[config.mk]
export PLATFORM = sky130hd
export DESIGN_NAME = resultsign_pipe_flat
export DESIGN_NICKNAME = d
export VERILOG_FILES = /design/src/rtl/resultsign_pipe_if.sv /design/src/rtl/resultsign_pipe.sv /design/src/flat_wrapper.sv
export SDC_FILE = /design/constraint.sdc
export NUM_CORES = 1
export LEC_CHECK = 0
export ABC_AREA = 1
export BUFFER_PORTS_ARGS = -buffer_cell sky130_fd_sc_hd__buf_2
export CAP_MARGIN = 0
export CELL_PAD_IN_SITES_DETAIL_PLACEMENT = 0
export CELL_PAD_IN_SITES_GLOBAL_PLACEMENT = 1
export CORE_MARGIN = 5
export CORE_UTILIZATION = 27
export CTS_CLUSTER_SIZE = 24
export DETAILED_ROUTE_END_ITERATION = 7
export GPL_ROUTABILITY_DRIVEN = 0
export HOLD_SLACK_MARGIN = 0.08
export MAX_ROUTING_LAYER = met4
export PLACE_DENSITY = 0.72
export SLEW_MARGIN = 20
export SYNTH_ARGS = -nofsm -noshare
export SYNTH_HDL_FRONTEND = slang
export SYNTH_SLANG_ARGS = --single-unit
[constraint.sdc]
create_clock -name clk -period 1.42 [get_ports clk]
set_input_delay 0.071 -clock clk [delete_from_list [all_inputs] [get_ports clk]]
set_output_delay 0.071 -clock clk [all_outputs]
set_load 0.1 [all_outputs]
[src/rtl/resultsign_pipe_if.sv]
// Handshake and data bundle for the FMA result-sign pipeline: input transaction,
// output transaction and cancellation-counter controls.
interface resultsign_pipe_if #(
  parameter int NLANES = 4
);
  logic              InValid;
  logic              InReady;
  logic [2:0]        Frm;
  logic              FmaOp;
  logic [NLANES-1:0] Mult;
  logic [NLANES-1:0] ZInf;
  logic [NLANES-1:0] InfIn;
  logic [NLANES-1:0] FmaSZero;
  logic [NLANES-1:0] Ms;
  logic [NLANES-1:0] FmaPs;
  logic [NLANES-1:0] FmaAs;
  logic [NLANES-1:0] Guard;
  logic [NLANES-1:0] Round;
  logic [NLANES-1:0] Sticky;
  logic              OutValid;
  logic              OutReady;
  logic [NLANES-1:0] Rs;
  logic [NLANES-1:0] CancelZero;
  logic              ZeroCntClr;
  logic [15:0]       ZeroCnt;

  modport master (
    output InValid, Frm, FmaOp, Mult, ZInf, InfIn, FmaSZero, Ms, FmaPs, FmaAs,
           Guard, Round, Sticky, OutReady, ZeroCntClr,
    input  InReady, OutValid, Rs, CancelZero, ZeroCnt
  );

  modport slave (
    input  InValid, Frm, FmaOp, Mult, ZInf, InfIn, FmaSZero, Ms, FmaPs, FmaAs,
           Guard, Round, Sticky, OutReady, ZeroCntClr,
    output InReady, OutValid, Rs, CancelZero, ZeroCnt
  );
endinterface

[src/rtl/resultsign_pipe.sv]
// Multi-lane FMA result-sign selection with a STAGES-deep valid/ready pipeline.
// Define RESULTSIGN_ZEROCNT_EN to build the saturating cancellation-lane counter.
module resultsign_pipe #(
  parameter int NLANES = 4,
  parameter int STAGES = 2
) (
  input  logic              clk,
  input  logic              reset,
  resultsign_pipe_if.slave  bus
);

  logic [NLANES-1:0] w_exact;
  logic [NLANES-1:0] w_zeros;
  logic [NLANES-1:0] w_infs;
  logic [NLANES-1:0] w_sel_inf;
  logic [NLANES-1:0] w_sel_zero;
  logic [NLANES-1:0] w_rs_p0;
  logic [NLANES-1:0] w_cz_p0;
  logic [NLANES-1:0] w_op;
  logic              w_rdn;

  // Sign selection: infinity beats zero-sum, zero-sum beats the normal result
  always_comb begin
    w_op       = {NLANES{bus.FmaOp}};
    w_rdn      = (bus.Frm[1:0] == 2'b10);
    w_exact    = (bus.FmaPs ^ bus.FmaAs) & ~(bus.Guard | bus.Round | bus.Sticky) & ~bus.Mult;
    w_zeros    = (w_exact & {NLANES{w_rdn}}) | (~w_exact & bus.FmaPs);
    w_infs     = (bus.ZInf & bus.FmaAs) | (~bus.ZInf & bus.FmaPs);
    w_sel_inf  = bus.InfIn & w_op;
    w_sel_zero = ~w_sel_inf & bus.FmaSZero & w_op;
    w_rs_p0    = (w_sel_inf & w_infs) | (w_sel_zero & w_zeros) |
                 (~w_sel_inf & ~w_sel_zero & bus.Ms);
    w_cz_p0    = w_op & ~bus.InfIn & bus.FmaSZero & w_exact;
  end

  logic [STAGES-1:0] r_vld_p;
  logic [NLANES-1:0] r_rs_p [STAGES];
  logic [NLANES-1:0] r_cz_p [STAGES];
  logic [STAGES-1:0] w_adv;

  // A stage advances when downstream accepts or any stage at or after it is empty
  always_comb begin
    for (int k = 0; k < STAGES; k++) begin
      w_adv[k] = bus.OutReady | ((r_vld_p | STAGES'((1 << k) - 1)) != '1);
    end
  end

  always_ff @(posedge clk) begin
    if (reset) begin
      for (int k = 0; k < STAGES; k++) begin
        r_vld_p[k] <= 1'b0;
        r_rs_p[k]  <= '0;
        r_cz_p[k]  <= '0;
      end
    end else begin
      // stage 0: capture from the input on handshake
      if (w_adv[0]) begin
        r_vld_p[0] <= bus.InValid;
        if (bus.InValid) begin
          r_rs_p[0] <= w_rs_p0;
          r_cz_p[0] <= w_cz_p0;
        end
      end
      // stages 1..STAGES-1: shift forward, bubbles leave data untouched
      for (int k = 1; k < STAGES; k++) begin
        if (w_adv[k]) begin
          r_vld_p[k] <= r_vld_p[k-1];
          if (r_vld_p[k-1]) begin
            r_rs_p[k] <= r_rs_p[k-1];
            r_cz_p[k] <= r_cz_p[k-1];
          end
        end
      end
    end
  end

  assign bus.InReady    = w_adv[0];
  assign bus.OutValid   = r_vld_p[STAGES-1];
  assign bus.Rs         = r_rs_p[STAGES-1];
  assign bus.CancelZero = r_cz_p[STAGES-1];

  logic w_unused;

`ifdef RESULTSIGN_ZEROCNT_EN
  function automatic logic [4:0] popcount(input logic [NLANES-1:0] v);
    logic [4:0] n;
    n = '0;
    for (int i = 0; i < NLANES; i++) begin
      n = n + 5'(v[i]);
    end
    return n;
  endfunction

  function automatic logic [15:0] sat_add16(input logic [15:0] a, input logic [4:0] b);
    logic [16:0] s;
    s = {1'b0, a} + 17'(b);
    return s[16] ? 16'hFFFF : s[15:0];
  endfunction

  logic [15:0] r_zcnt;

  // Clear wins over a same-cycle output handshake
  always_ff @(posedge clk) begin
    if (reset || bus.ZeroCntClr) begin
      r_zcnt <= '0;
    end else if (bus.OutValid && bus.OutReady) begin
      r_zcnt <= sat_add16(r_zcnt, popcount(r_cz_p[STAGES-1]));
    end
  end

  assign bus.ZeroCnt = r_zcnt;
  assign w_unused    = bus.Frm[2];
`else
  assign bus.ZeroCnt = 16'h0;
  assign w_unused    = bus.Frm[2] ^ bus.ZeroCntClr;
`endif

endmodule

[src/flat_wrapper.sv]
// flat-port wrapper written by rule: the top's interface ports become plain ports
module resultsign_pipe_flat 
#(
  parameter int NLANES = 4,
  parameter int STAGES = 2
)
  (clk, reset, bus_InValid, bus_Frm, bus_FmaOp, bus_Mult, bus_ZInf, bus_InfIn, bus_FmaSZero, bus_Ms, bus_FmaPs, bus_FmaAs, bus_Guard, bus_Round, bus_Sticky, bus_OutReady, bus_ZeroCntClr, bus_InReady, bus_OutValid, bus_Rs, bus_CancelZero, bus_ZeroCnt);
  resultsign_pipe_if #(.NLANES(NLANES)) bus_i ();
  input  logic clk;
  input  logic reset;
  input wire logic [$bits(bus_i.InValid)-1:0] bus_InValid;
  input wire logic [$bits(bus_i.Frm)-1:0] bus_Frm;
  input wire logic [$bits(bus_i.FmaOp)-1:0] bus_FmaOp;
  input wire logic [$bits(bus_i.Mult)-1:0] bus_Mult;
  input wire logic [$bits(bus_i.ZInf)-1:0] bus_ZInf;
  input wire logic [$bits(bus_i.InfIn)-1:0] bus_InfIn;
  input wire logic [$bits(bus_i.FmaSZero)-1:0] bus_FmaSZero;
  input wire logic [$bits(bus_i.Ms)-1:0] bus_Ms;
  input wire logic [$bits(bus_i.FmaPs)-1:0] bus_FmaPs;
  input wire logic [$bits(bus_i.FmaAs)-1:0] bus_FmaAs;
  input wire logic [$bits(bus_i.Guard)-1:0] bus_Guard;
  input wire logic [$bits(bus_i.Round)-1:0] bus_Round;
  input wire logic [$bits(bus_i.Sticky)-1:0] bus_Sticky;
  input wire logic [$bits(bus_i.OutReady)-1:0] bus_OutReady;
  input wire logic [$bits(bus_i.ZeroCntClr)-1:0] bus_ZeroCntClr;
  output wire logic [$bits(bus_i.InReady)-1:0] bus_InReady;
  output wire logic [$bits(bus_i.OutValid)-1:0] bus_OutValid;
  output wire logic [$bits(bus_i.Rs)-1:0] bus_Rs;
  output wire logic [$bits(bus_i.CancelZero)-1:0] bus_CancelZero;
  output wire logic [$bits(bus_i.ZeroCnt)-1:0] bus_ZeroCnt;
  assign bus_i.InValid = bus_InValid;
  assign bus_i.Frm = bus_Frm;
  assign bus_i.FmaOp = bus_FmaOp;
  assign bus_i.Mult = bus_Mult;
  assign bus_i.ZInf = bus_ZInf;
  assign bus_i.InfIn = bus_InfIn;
  assign bus_i.FmaSZero = bus_FmaSZero;
  assign bus_i.Ms = bus_Ms;
  assign bus_i.FmaPs = bus_FmaPs;
  assign bus_i.FmaAs = bus_FmaAs;
  assign bus_i.Guard = bus_Guard;
  assign bus_i.Round = bus_Round;
  assign bus_i.Sticky = bus_Sticky;
  assign bus_i.OutReady = bus_OutReady;
  assign bus_i.ZeroCntClr = bus_ZeroCntClr;
  assign bus_InReady = bus_i.InReady;
  assign bus_OutValid = bus_i.OutValid;
  assign bus_Rs = bus_i.Rs;
  assign bus_CancelZero = bus_i.CancelZero;
  assign bus_ZeroCnt = bus_i.ZeroCnt;
  resultsign_pipe #(.NLANES(NLANES), .STAGES(STAGES)) u_core (.clk(clk), .reset(reset), .bus(bus_i));
endmodule
# Word level (Yosys, flattened, before mapping)
# Memories as Yosys holds them, arrays and structs flattened.
# Cells that the tools add are included.
[totals] register_bits=2 word_cells=57 output_inout_bits=26 mem_count=2 ram_bits=16 inputBits=49
[mem_list] memory="u_core.r_cz_p" words=2 word_bits=4 read_ports=2 rd_clocked_by_memory_dff=0 wr=2 line_no="resultsign_pipe.sv:38" rtl="logic [NLANES-1:0] r_cz_p [STAGES];"
[mem_list] memory="u_core.r_rs_p" words=2 word_bits=4 read_ports=2 rd_clocked_by_memory_dff=0 wr=2 line_no="resultsign_pipe.sv:37" rtl="logic [NLANES-1:0] r_rs_p [STAGES];"
[op_classes] eq_ne=2 mux=14 bitwise=37
[op_table] op="4-bit AND" n=16
[op_table] op="4-bit NOT" n=7
[op_table] op="4-bit bitwise OR" n=6
[op_table] op="4-bit 2-to-1 mux" n=4
[op_table] op="1-bit 2-to-1 mux" n=10
[op_table] op="1-bit bitwise OR" n=6
[op_table] op="4-bit XOR" n=1
[op_table] op="2-bit equality test (second input constant)" n=1
[op_table] op="2-bit inequality test (second input constant)" n=1
[op_table] op="1-bit NOT" n=1

# Depth between registers and ports, before layout
[depth] word_depth=12 depth_mapped=7 mapped_depth_nobuf=6

# Worst setup path after synthesis
# OpenSTA, ideal clock, no wires.
[synth_timing] path_type="flip-flop to flip-flop" from="reg u_core.r_vld_p[1]" to="mem u_core.r_cz_p[0][0] (data pin)" n_path_buf=1 arrival_time_ps=1704 setup_ps=252 stages_incl_launch_ff=7 t_required_ps=1168 period_less_slack_ps=1956 path_slack_ps=-536 path_cell_list="dfxtp_1 -> nand2_2 -> nor2_4 -> nor2_2 -> o21ai_4 -> buf_12 -> nor2_2"
[synth_rtl] item="start: declaration" line_no="resultsign_pipe.sv:36" rtl="logic [STAGES-1:0] r_vld_p;"
[synth_rtl] item="start signal: indexed assignment" line_no="resultsign_pipe.sv:67" rtl="r_vld_p[k] <= r_vld_p[k-1];"
[synth_rtl] item="end: declaration" line_no="resultsign_pipe.sv:38"

# Final worst setup path
[layout_timing] from="reg u_core.r_vld_p[1]" to="out bus_InReady"
[layout_via] elab_chain_cells=2
[layout_rtl] item="2-bit inequality test" line_no="resultsign_pipe.sv:44" rtl="w_adv[k] = bus.OutReady | ((r_vld_p | STAGES'((1 << k) - 1)) != '1);"
[layout_rtl] item="1-bit bitwise OR" line_no="resultsign_pipe.sv:44"
[layout_rtl] item="end: declaration" line_no="flat_wrapper.sv:26" rtl="output wire logic [$bits(bus_i.InReady)-1:0] bus_InReady;"
# Every way passes these cells.

==> parameters.txt <==
Parameter                              Value

Critical path
  Kind of launch point of the worst setup path    flop
  Data arrival time of the critical path    about 1.2 ns
  List of cells traversed by the critical path    nand2_4 -> nor2_4 -> inv_1 -> buf_2
  Category of the critical setup timing path    reg2out
  Max incr delay on CP    0.42 ns
  Maximum net fanout on the critical path    3
  Req. time, crit path    approximately 1.4 ns
  Cell with the largest stage delay on the worst path    buf_2
  Worst setup EP type    output pin

Pwr
  Power per unit of standard cell area    about 900 mW/mm^2
  Share of power burned in the clock network    22.0%
  Combinational group share of total power    37.3%
  Sequential power share    between 40% and 50%
  Internal    0.000921 W
  Peak VDD IR    0.275 mV
  Leakage component of the power    0.894 nW
  Switching part of the total    39.8%
  Net switching power    approximately 0.0006 W

GRT
  First-pass GRT wire length    slightly above 4000 um
  Number of antenna violations at the first check in global routing    0
  Overall track demand over capacity in global routing    under 10%
  Number of global-route vias before repair    1033
  Maximum number of pins on one net before global-route repair    17
  Residual overflow from global routing    0

Clocking
  Cts bufs inserted    3
  Worst-case clock buffer depth    2
  Clk sinks    18
  CTS Root Cell    clkbuf_8
  Resized Gates After CTS    0
  CTS clock-pin slew for the worst setup and hold paths    0.06 ns
  TritonCTS clock tree    yes
  Clock H-tree levels    1
  CTS hold repair buffers    1
  Number of setup buffers added after CTS    0
  Clk_lat worst skew    0.24 ns

Finish
  Final #Nets    298
  Number of antenna diodes    0
  Final standard cell utilization of the core    about a third
  Area delta synth->final    22.2%
  Fraction of final layout cells with drive strength greater than 1    31.9%
  Most used cells in the layout excluding fill and tap cells    buf_2, nand2_1, inv_1
  Final cell count without fillers    approximately 320
  Post-route cell area    0.00171 sq mm
  Commonest non-fill, non-tap cell in the layout    buf_2

Synthesis
  Leading register cell type out of synthesis    edfxtp_1
  Sequential fraction of the synthesis area    37.3%
  Number of synthesized flops with an enable pin    16
  Top-area cell type share of the netlist area    34.4%
  Count of mapped cells out of synthesis    196
  Synth area leader    edfxtp_1
  Synth warnings    0
  Top post-synthesis cells by area    edfxtp_1, buf_4, nand2_1, inv_1, nand3_1
  Post-synthesis cell type count    18
  Netlist Area Pre-Place    0.00140 sq mm
  Fraction of registers with async set or reset after synthesis    0%
  Synth Register Bits    18
  Syn_area_per_cell    7.12 sq um

STA
  Unrepaired setup endpoints after global routing    false
  Least setup slack across all paths after layout    ~0.16 ns
  Final setup violation count    0
  Min Clock Period, post-route    about 1.3 ns
  Period utilisation layout    88.4%
  Final setup TNS    0 ns
  Peak clock frequency supported by timing    between 700 and 800 MHz
  Count of pins over their slew limit    0
  Final worst clock skew    about 0.0006 ns
  Final number of hold-violating endpoints    0

Drt
  Post-route DRC violation count    0
  Wire length after detailed routing    2500 um
  Per-cell via count in the routed design    3.65
  Final ANT Viol Nets    0
  Iter 0 DRT Violations    32
  Drt first pass iters    3
  Average routed wire per standard cell    between 7 and 8 um
  Number of vias in the routed layout    roughly 1200

Placed design
  Pre-CTS setup slack    around 0.20 ns
  Sum of net half-perimeters after detailed placement    2220 um
  Count of buffers from port buffering    56
  Total placed instance area    0.00165 sq mm
  Placed cell count    313

Floorplanning
  I/O pin count    75
  Die boundary width    81.9 um
  Number of placement rows    26
  Die extent in y    81.9 um
  Placeable core area    between 0.005 and 0.006 sq mm
  Initial cell density of the core    27.5%
  Die outline area    ~0.0067 sq mm

Job
  Max Cap Viol    0

Hold path
  Worst min-delay path category    in2reg

Outcome
  Result of the run    finished, final reports clean
## area by class of cell
class,instances,area [sq um]
inverter,41,154
multi-input combinational,126,578
timing repair buffer,59,318
tap,70,87.6
clock inverter,1,3.75
sequential,18,524
clock buffer,3,41.3
fill,556,3370
## worst paths after layout
kind,from,end,slack (ns),cells past startpoint
min,bus_OutReady,u_core.r_vld_p[1]$_SDFFE_PP0N_,0.10,4
max reg2reg,u_core.r_vld_p[1]$_SDFFE_PP0N_,u_core.r_cz_p[0][7]$_SDFFCE_PN0P_,0.21,2
min reg2reg,u_core.r_vld_p[0]$_SDFFE_PP0N_,u_core.r_vld_p[1]$_SDFFE_PP0N_,0.48,2
max,u_core.r_vld_p[1]$_SDFFE_PP0N_,bus_InReady,0.16,4
## routing by layer
metal	vias up	track usage (%)	share of wire, %
li1	662	-	-
met1	452	9.80	46
met2	46	12.2	43
met3	2	0.987	9.4
met4	0	2.99	1.1
met5	-	-	0
## worst max-delay path, delay by kind of cell, from the launching register on
kind / cells / cell delay, ns
buf+inv: 2 / 0.48
simple gates: 2 / 0.11
flops: 1 / 0.35
## cell families (layout without fill, tap and decap cells)
group / count (synthesis) / count (layout) / synth area share, %
flip-flops: 18 / 18 / 37.3
other: 1 / 16 / 0.269
buffers and inverters: 67 / 104 / 25.7
AO/OA/AOI/OAI: 18 / 18 / 7.26
AND/OR/NAND/NOR: 92 / 92 / 29.5
## Yosys cell counts, types with 2 or more instances
master and instances:
nor2_2 10, nor2_4 2, inv_2 2, nand2_1 40, edfxtp_1 16, buf_4 24
dfxtp_1 2, inv_1 39, nand3_1 17, nor2_1 21, a21oi_1 8, o21ai_0 9
## metrics by stage
stage          total power [W]  hold WS (ns)
2_1_floorplan          0.00115         0.130
3_3_place_gp           0.00120         0.274
3_5_place_dp           0.00121         0.271
4_1_cts                0.00155        0.0936
5_1_grt                0.00162         0.129
6_report               0.00153         0.101
## power groups by stage
| stage | registers, W | clock network [W] | logic (W) |
|---|---|---|---|
| after floorplan | 0.000646 | 0 | 0.000502 |
| after global placement | 0.000635 | 0 | 0.000567 |
| after detailed placement | 0.000634 | 0 | 0.000571 |
| after CTS | 0.000623 | 0.000353 | 0.000574 |
| after global routing | 0.000627 | 0.000373 | 0.000617 |
| final | 0.000623 | 0.000336 | 0.000571 |
## state kept, by name, summed over array words and instances, names as in the netlist
| register | count |
|---|---|
| u_core.r_cz_p | 8 |
| u_core.r_rs_p | 8 |
| u_core.r_vld_p | 2 |
Power figures use the tool's default switching activity.
